$ cat config.mk
export PLATFORM = sky130hd
export DESIGN_NAME = axis_stream_comparator
export DESIGN_NICKNAME = d
export VERILOG_FILES = /design/src/rtl/axis_stream_comparator.sv
export SDC_FILE = /design/constraint.sdc
export NUM_CORES = 1
export LEC_CHECK = 0
export CORE_MARGIN = 3
export CORE_UTILIZATION = 55
export CTS_CLUSTER_DIAMETER = 150
export DETAILED_ROUTE_END_ITERATION = 8
export PLACE_DENSITY = 0.94
export SYNTH_ARGS = -nofsm -noshare
export SYNTH_HDL_FRONTEND = slang
export SYNTH_SLANG_ARGS = --single-unit
$ cat constraint.sdc
create_clock -name clk -period 5.4 [get_ports clk]
set_input_delay 1.08 -clock clk [delete_from_list [all_inputs] [get_ports clk]]
set_output_delay 1.08 -clock clk [all_outputs]
set_load 0.01 [all_outputs]
$ cat src/rtl/axis_stream_comparator.sv
// Paired AXI-Stream comparator: consumes a DUT stream and a golden stream in lockstep and records mismatches.
// Optional idle timeout is enabled by defining AXIS_COMPARATOR_TIMEOUT_EN.
//
// state    | meaning
// SKIPPING | consuming leading beats without comparing
// CHECKING | comparing data and last on every paired beat
// HALTED   | stopped on error or timeout, readies low until reset
// DONE     | both streams delivered last on the same beat
module axis_stream_comparator #(
  parameter int DATA_WIDTH    = 10,
  parameter int SKIP          = 0,
  parameter int CNT_WIDTH     = 32,
  parameter int STOP_ON_ERROR = 0
`ifdef AXIS_COMPARATOR_TIMEOUT_EN
  , parameter int TIMEOUT     = 1024
`endif
) (
  input  logic                  clk,
  input  logic                  rst,
  input  logic                  dut_valid,
  input  logic [DATA_WIDTH-1:0] dut_data,
  input  logic                  dut_last,
  output logic                  dut_ready,
  input  logic                  ref_valid,
  input  logic [DATA_WIDTH-1:0] ref_data,
  input  logic                  ref_last,
  output logic                  ref_ready,
  output logic                  done,
  output logic                  error,
  output logic [CNT_WIDTH-1:0]  mismatch_count,
  output logic [CNT_WIDTH-1:0]  beat_count,
  output logic [CNT_WIDTH-1:0]  first_err_index,
  output logic [DATA_WIDTH-1:0] first_err_got,
  output logic [DATA_WIDTH-1:0] first_err_exp
`ifdef AXIS_COMPARATOR_TIMEOUT_EN
  , output logic                timeout
`endif
);

  typedef enum logic [1:0] {ST_SKIPPING, ST_CHECKING, ST_HALTED, ST_DONE} state_t;

  localparam state_t               ST_INIT   = (SKIP > 0) ? ST_SKIPPING : ST_CHECKING;
  localparam logic [CNT_WIDTH-1:0] CNT_MAX   = {CNT_WIDTH{1'b1}};
  localparam logic [CNT_WIDTH-1:0] CNT_ONE   = CNT_WIDTH'(1);
  localparam logic [CNT_WIDTH-1:0] SKIP_LOAD = CNT_WIDTH'(SKIP);

  state_t               state, state_nxt;
  logic                 armed;
  logic                 active;
  logic                 fire;
  logic                 check_beat;
  logic                 beat_mis;
  logic                 both_last;
  logic                 timeout_hit;
  logic [CNT_WIDTH-1:0] skip_left;

  // armed holds off consumption for the first cycle after reset release
  always_ff @(posedge clk or negedge rst) begin
    if (!rst) armed <= 1'b0;
    else      armed <= 1'b1;
  end

  assign active     = (state == ST_SKIPPING) || (state == ST_CHECKING);
  assign fire       = armed && active && dut_valid && ref_valid;
  assign check_beat = fire && (state == ST_CHECKING);
  assign beat_mis   = check_beat && ((dut_data != ref_data) || (dut_last != ref_last));
  assign both_last  = check_beat && dut_last && ref_last;

  always_ff @(posedge clk or negedge rst) begin
    if (!rst) state <= ST_INIT;
    else      state <= state_nxt;
  end

  always_comb begin
    state_nxt = state;
    unique case (state)
      ST_SKIPPING: begin
        if (timeout_hit)                      state_nxt = ST_HALTED;
        else if (fire && skip_left == CNT_ONE) state_nxt = ST_CHECKING;
      end
      ST_CHECKING: begin
        if (timeout_hit)                              state_nxt = ST_HALTED;
        else if (beat_mis && (STOP_ON_ERROR != 0))    state_nxt = ST_HALTED;
        else if (both_last)                           state_nxt = ST_DONE;
      end
      ST_HALTED: state_nxt = ST_HALTED;
      ST_DONE:   state_nxt = ST_DONE;
      default:   state_nxt = ST_HALTED;
    endcase
  end

  always_comb begin
    dut_ready = 1'b0;
    ref_ready = 1'b0;
    if (armed && active) begin
      dut_ready = ref_valid;
      ref_ready = dut_valid;
    end
  end

  always_ff @(posedge clk or negedge rst) begin
    if (!rst) begin
      skip_left <= SKIP_LOAD;
    end else if (fire && state == ST_SKIPPING) begin
      skip_left <= skip_left - CNT_ONE;
    end
  end

  always_ff @(posedge clk or negedge rst) begin
    if (!rst) begin
      done            <= 1'b0;
      error           <= 1'b0;
      mismatch_count  <= '0;
      beat_count      <= '0;
      first_err_index <= '0;
      first_err_got   <= '0;
      first_err_exp   <= '0;
    end else begin
      done <= (state_nxt == ST_DONE);
      if (beat_mis || timeout_hit) error <= 1'b1;
      if (fire && beat_count != CNT_MAX) beat_count <= beat_count + CNT_ONE;
      if (beat_mis && mismatch_count != CNT_MAX) mismatch_count <= mismatch_count + CNT_ONE;
      // a saturating count never returns to zero, so zero means nothing captured yet
      if (beat_mis && mismatch_count == '0) begin
        first_err_index <= beat_count;
        first_err_got   <= dut_data;
        first_err_exp   <= ref_data;
      end
    end
  end

`ifdef AXIS_COMPARATOR_TIMEOUT_EN
  localparam logic [CNT_WIDTH-1:0] TIMEOUT_LOAD = CNT_WIDTH'(TIMEOUT);

  logic [CNT_WIDTH-1:0] idle_left;

  // idle_left reaching one on an idle cycle marks TIMEOUT consecutive idle cycles
  assign timeout_hit = active && !fire && (idle_left == CNT_ONE);

  always_ff @(posedge clk or negedge rst) begin
    if (!rst) begin
      idle_left <= TIMEOUT_LOAD;
      timeout   <= 1'b0;
    end else begin
      if (fire)                            idle_left <= TIMEOUT_LOAD;
      else if (active && idle_left != '0)  idle_left <= idle_left - CNT_ONE;
      if (timeout_hit) timeout <= 1'b1;
    end
  end
`else
  assign timeout_hit = 1'b0;
`endif

endmodule

Yosys cells after proc, flatten, opt, wreduce, memory -nomap -nowiden
Index checks and enable logic that the tools add are counted.
{"block": "totals", "ff_bits": 153, "inputBits": 26, "output_inout_bits": 120, "elab_cells": 43}
{"block": "op_classes", "add_sub_neg": 3, "n_eq_ne": 9, "muxes": 5, "n_reduce_logical": 16}
{"operator": "32-bit by 1-bit adder with 32-bit output (second input constant)", "count": 2}
{"operator": "32-bit inequality test (second input constant)", "count": 2}
{"operator": "32-bit by 1-bit == test with 1-bit output (second input constant)", "count": 1}
{"operator": "32-bit zero test", "count": 1}
{"operator": "32-bit by 1-bit subtractor with 32-bit output (second input constant)", "count": 1}
{"operator": "1-bit logical AND", "count": 12}
{"operator": "10-bit inequality test", "count": 1}
{"operator": "2-bit one-hot mux with 4 select lines", "count": 1}
{"operator": "2-bit == test (second input constant)", "count": 3}
{"operator": "2-bit two-way mux", "count": 2}
{"operator": "2-bit by 1-bit == test with 1-bit output (second input constant)", "count": 1}
{"operator": "2-bit zero test", "count": 1}
{"operator": "1-bit logical OR", "count": 2}
{"operator": "1-bit two-way mux", "count": 2}
{"operator": "1-bit inequality test", "count": 1}

Depth between registers and ports, before layout
{"block": "depth", "depth_word": 11, "depth_mapped": 8, "ltp_nobuf": 7}

Worst setup path after synthesis
Ideal clock, no wire load.
{"block": "synth_path", "path_kind": "input to register", "start": "input ref_data[6]", "end": "register first_err_exp[0]", "setup_time_ns": 0.125, "arrival_time_ns": 2.605, "t_required_ns": 5.275, "path_slack_ns": 2.670, "stages": 8, "n_path_buf": 2, "cell_sequence": "xor2_1 nor4_1 nand3_1 nand3_1 or3_1 clkbuf_1 buf_2 mux2_2"}
{"block": "synth_between", "elab_chain_cells": 4}
{"element": "start, declared", "line_no": "25", "source": "input logic [DATA_WIDTH-1:0] ref_data,"}
{"element": "10-bit inequality test", "line_no": "66", "source": "assign beat_mis = check_beat && ((dut_data != ref_data) || (dut_last != ref_last));"}
{"element": "1-bit logical OR", "line_no": "66"}
{"element": "1-bit logical AND", "line_no": "66"}
{"element": "1-bit logical AND", "line_no": "124", "source": "if (beat_mis && mismatch_count == '0) begin"}
{"element": "end signal, assigned", "line_no": "127", "source": "first_err_exp <= ref_data;"}
{"element": "end, declared", "line_no": "34", "source": "output logic [DATA_WIDTH-1:0] first_err_exp"}
No other way between the ends.
A chain may end at the register's enable or synchronous reset.

Final worst setup path
{"block": "layout_path", "start": "input ref_data[0]", "end": "register first_err_index[1]"}
{"block": "layout_between", "elab_chain_cells": 4}
{"element": "10-bit inequality test", "line_no": "66"}
{"element": "1-bit logical OR", "line_no": "66"}
{"element": "1-bit logical AND", "line_no": "66"}
{"element": "1-bit logical AND", "line_no": "124"}
{"element": "end signal, assigned", "line_no": "125", "source": "first_err_index <= beat_count;"}
{"element": "end, declared", "line_no": "32", "source": "output logic [CNT_WIDTH-1:0] first_err_index,"}
No other way between the ends.

==> results.ini <==
[critical_path]
critPathRequiredTime_ns=5.70
worstPathArrival_ns=3.95
cp-start-kind=input port
regToRegSetupSlack_ns=2.43
reg2regPathDepth=7
r2r-start=mismatch_count[0]
critPathCaptureType=flop
critPathMaxFanout=52
crit_top_cell=nand3_1
cp_slowest_cell=or3_2
critical_path_class=in2reg
path_cells=clkdlybuf4s50_1 > xor2_1 > nor4_1 > nand3_1 > nand3_1 > or3_2 > mux2_2
slowest_delay_ns=0.91
rr_endpoint=mismatch_count[12]

[clocking]
insertion_delay_ns=0.43
clockBufferDepth=2
cts_buffers=17
ctsHoldBuffers=0
cts.sinks=153
cts_root_buf=clkbuf_16
post_cts_buffers=0
clk_pin_slew_ns=0.06
cts_tree=done
ctsResizeCount=0
cts.htree.levels=4

[synth]
synth_nets=593
ys_ff_latch=153
synth_area_per_cell_um2=12.0
yosysWarningCount=0
synth-async-reset-ratio_pct=100
yosysSeqAreaShare_pct=56.9
syn_inst=562
ys.flop_type=dfrtp_1
post_synth_num_cell_types=47
synth_edf_count=0
syn_area_um2=6730

[sta]
max_freq_mhz=274
setup_tns_ns=0
post-route-min-period_ns=3.65
setup_slack_ns=1.75
hold_viol_final=0
tightest_slew_ns=1.19
fin_skew_ns=0.00590
post-route-period-util_pct=67.6
max_slew_margin_pct=20.8
setup_viol=0
report.final.slew_viol_count=0
grt_setup_unrepaired=no

[finish]
antenna_cells=0
nets=748
stdcell_count=872
drive_gt1_share_pct=13.6
area.growth.synth_to_final_pct=32.6
final_common_cell=dfrtp_1
design_area_um2=8920
layout_common_cells=152 x dfrtp_1, 144 x clkdlybuf4s50_1, 69 x xor2_1

[placement]
dp_slack_ns=1.30
place.gp.congestion=0.863
io_buffers=145
dpl.hpwl_um=11300
placed_area_um2=8320
placedCellCount=841

[power_and_ir_drop]
powerDensity_nw_per_um2=347
peakVddDrop_v=0.000256
power.switching_uw=872
power_frac_clock_pct=39.0
internal-power_mw=2.23
seqPwrFrac_pct=46.3
combPwrFrac_pct=14.7
power.share.switching_pct=28.1
p_leak_nw=4.24

[worst_hold_path]
worstHoldEndpoint=skip_left[3]
hp-class=reg2reg
hp-start=skip_left[3]
hold-path-cell-count=1

[floorplan]
initial_core_util_pct=57.7
core-area_um2=11700
fp.dieW_um=117
rows=39
die_h_um=117
dieArea_um2=13600
ios=146

[grt]
first_global_vias=5331
grt.total_usage_pct=25.9
gr-total-overflow=0
grt_antenna_before_repair=0
grt_first_pass_wirelength_um=27300
grt_max_degree=105

[run_status]
outcome=finished, final reports clean

[flow_run]
max_cap_viol_count=0

[route]
drtIter0Drc=359
vias=5072
route.detailed.drc=0
dr.pass1.iters=5
wire_per_inst_um=19.0
antenna_left=0
viasPerCell=5.82
wl_um=16600

[logic make-up (layout without fill, tap and decap cells)]
group | after synthesis | count (layout) | synth area share [%]
AOI/OAI and AO/OA | 10 | 10 | 1.15
xor gates and xnor gates | 100 | 100 | 13.0
adders and majority gates | 5 | 5 | 0.930
buffers and inverters | 28 | 195 | 1.69
DFF | 153 | 153 | 56.9
muxes | 55 | 55 | 9.19
other | 1 | 1 | 0.0557
and+or+nand+nor | 210 | 210 | 17.0
[synth_stat cells, drive strengths merged, types with 2 or more instances]
library cell  instances  area share [%]
nor3b                 2            0.39
clkbuf                3            0.17
nor4                 23             2.2
nand4b                2            0.26
buf                   7            0.52
or2                   2            0.19
and2                  2            0.19
mux2                 54             9.0
dfrtp               152              57
xor2                 69             9.0
and3b                 2            0.26
nor3                 33             2.5
nand2                36             2.0
or3                   8            0.82
inv                  18             1.0
xnor2                31             4.0
and4                  6            0.78
nand4                17             1.6
ha                    5            0.93
or4                   5            0.61
nand2b                2            0.19
nand3                21             1.6
and3                 11             1.0
nor2                 35             2.0
[layer usage]
layer,vias to the layer above,track usage [%],part of all wire [%]
met5,-,0,0
met4,0,8.49,1.7
met3,30,5.91,5.7
met2,211,46.7,53
met1,2562,30.6,39
li1,2269,-,-
[layout make-up]
cell class | instances | area (um^2)
Tap cell | 143 | 179
Inverter | 18 | 67.6
Sequential cell | 153 | 3830
Clock buffer | 17 | 425
Fill cell | 719 | 2740
Clock inverter | 14 | 174
Timing Repair Buffer | 146 | 1460
Multi-Input combinational cell | 381 | 2790
[how the worst max path moves through the flow]
stage	from	to	depth (start not counted)
finish	ref_data[0]	first_err_index[1]	7
global route	ref_data[0]	first_err_index[12]	7
CTS	ref_data[0]	first_err_index[1]	7
detailed placement	ref_data[0]	first_err_index[22]	7
global placement	ref_data[6]	first_err_index[18]	7
floorplan	ref_data[6]	first_err_exp[0]	8
[critical path, delay by kind of cell]
family	cells	cell delay [ns]
xor gates and xnor gates	1	0.19
buffers and inverters	1	0.46
muxes	1	0.44
and+or+nand+nor	4	1.74
[power groups by stage]
stage          sequential (mW)  clock [mW]  combinational, mW
2_1_floorplan             1.42           0              0.274
3_3_place_gp              1.43           0              0.420
3_5_place_dp              1.45           0              0.445
4_1_cts                   1.43        1.22              0.463
5_1_grt                   1.45        1.28              0.513
6_report                  1.44        1.21              0.455
[state kept, by name, indices dropped and copies added, names as in the netlist]
name / flops
skip_left: 32
first_err_got: 10
mismatch_count: 32
beat_count: 32
done: 1
armed: 1
error: 1
first_err_exp: 10
first_err_index: 32
state: 2
[through the flow]
stage | util, % | hold slack [ns] | power [mW]
floorplan | - | 0.433 | 1.69
global placement | 71.4 | 0.450 | 1.85
detailed placement | 71.4 | 0.461 | 1.89
CTS | 76.5 | 0.475 | 3.12
global route | 76.5 | 0.495 | 3.25
finish | 76.5 | 0.481 | 3.10
Power figures use the tool's default switching activity.
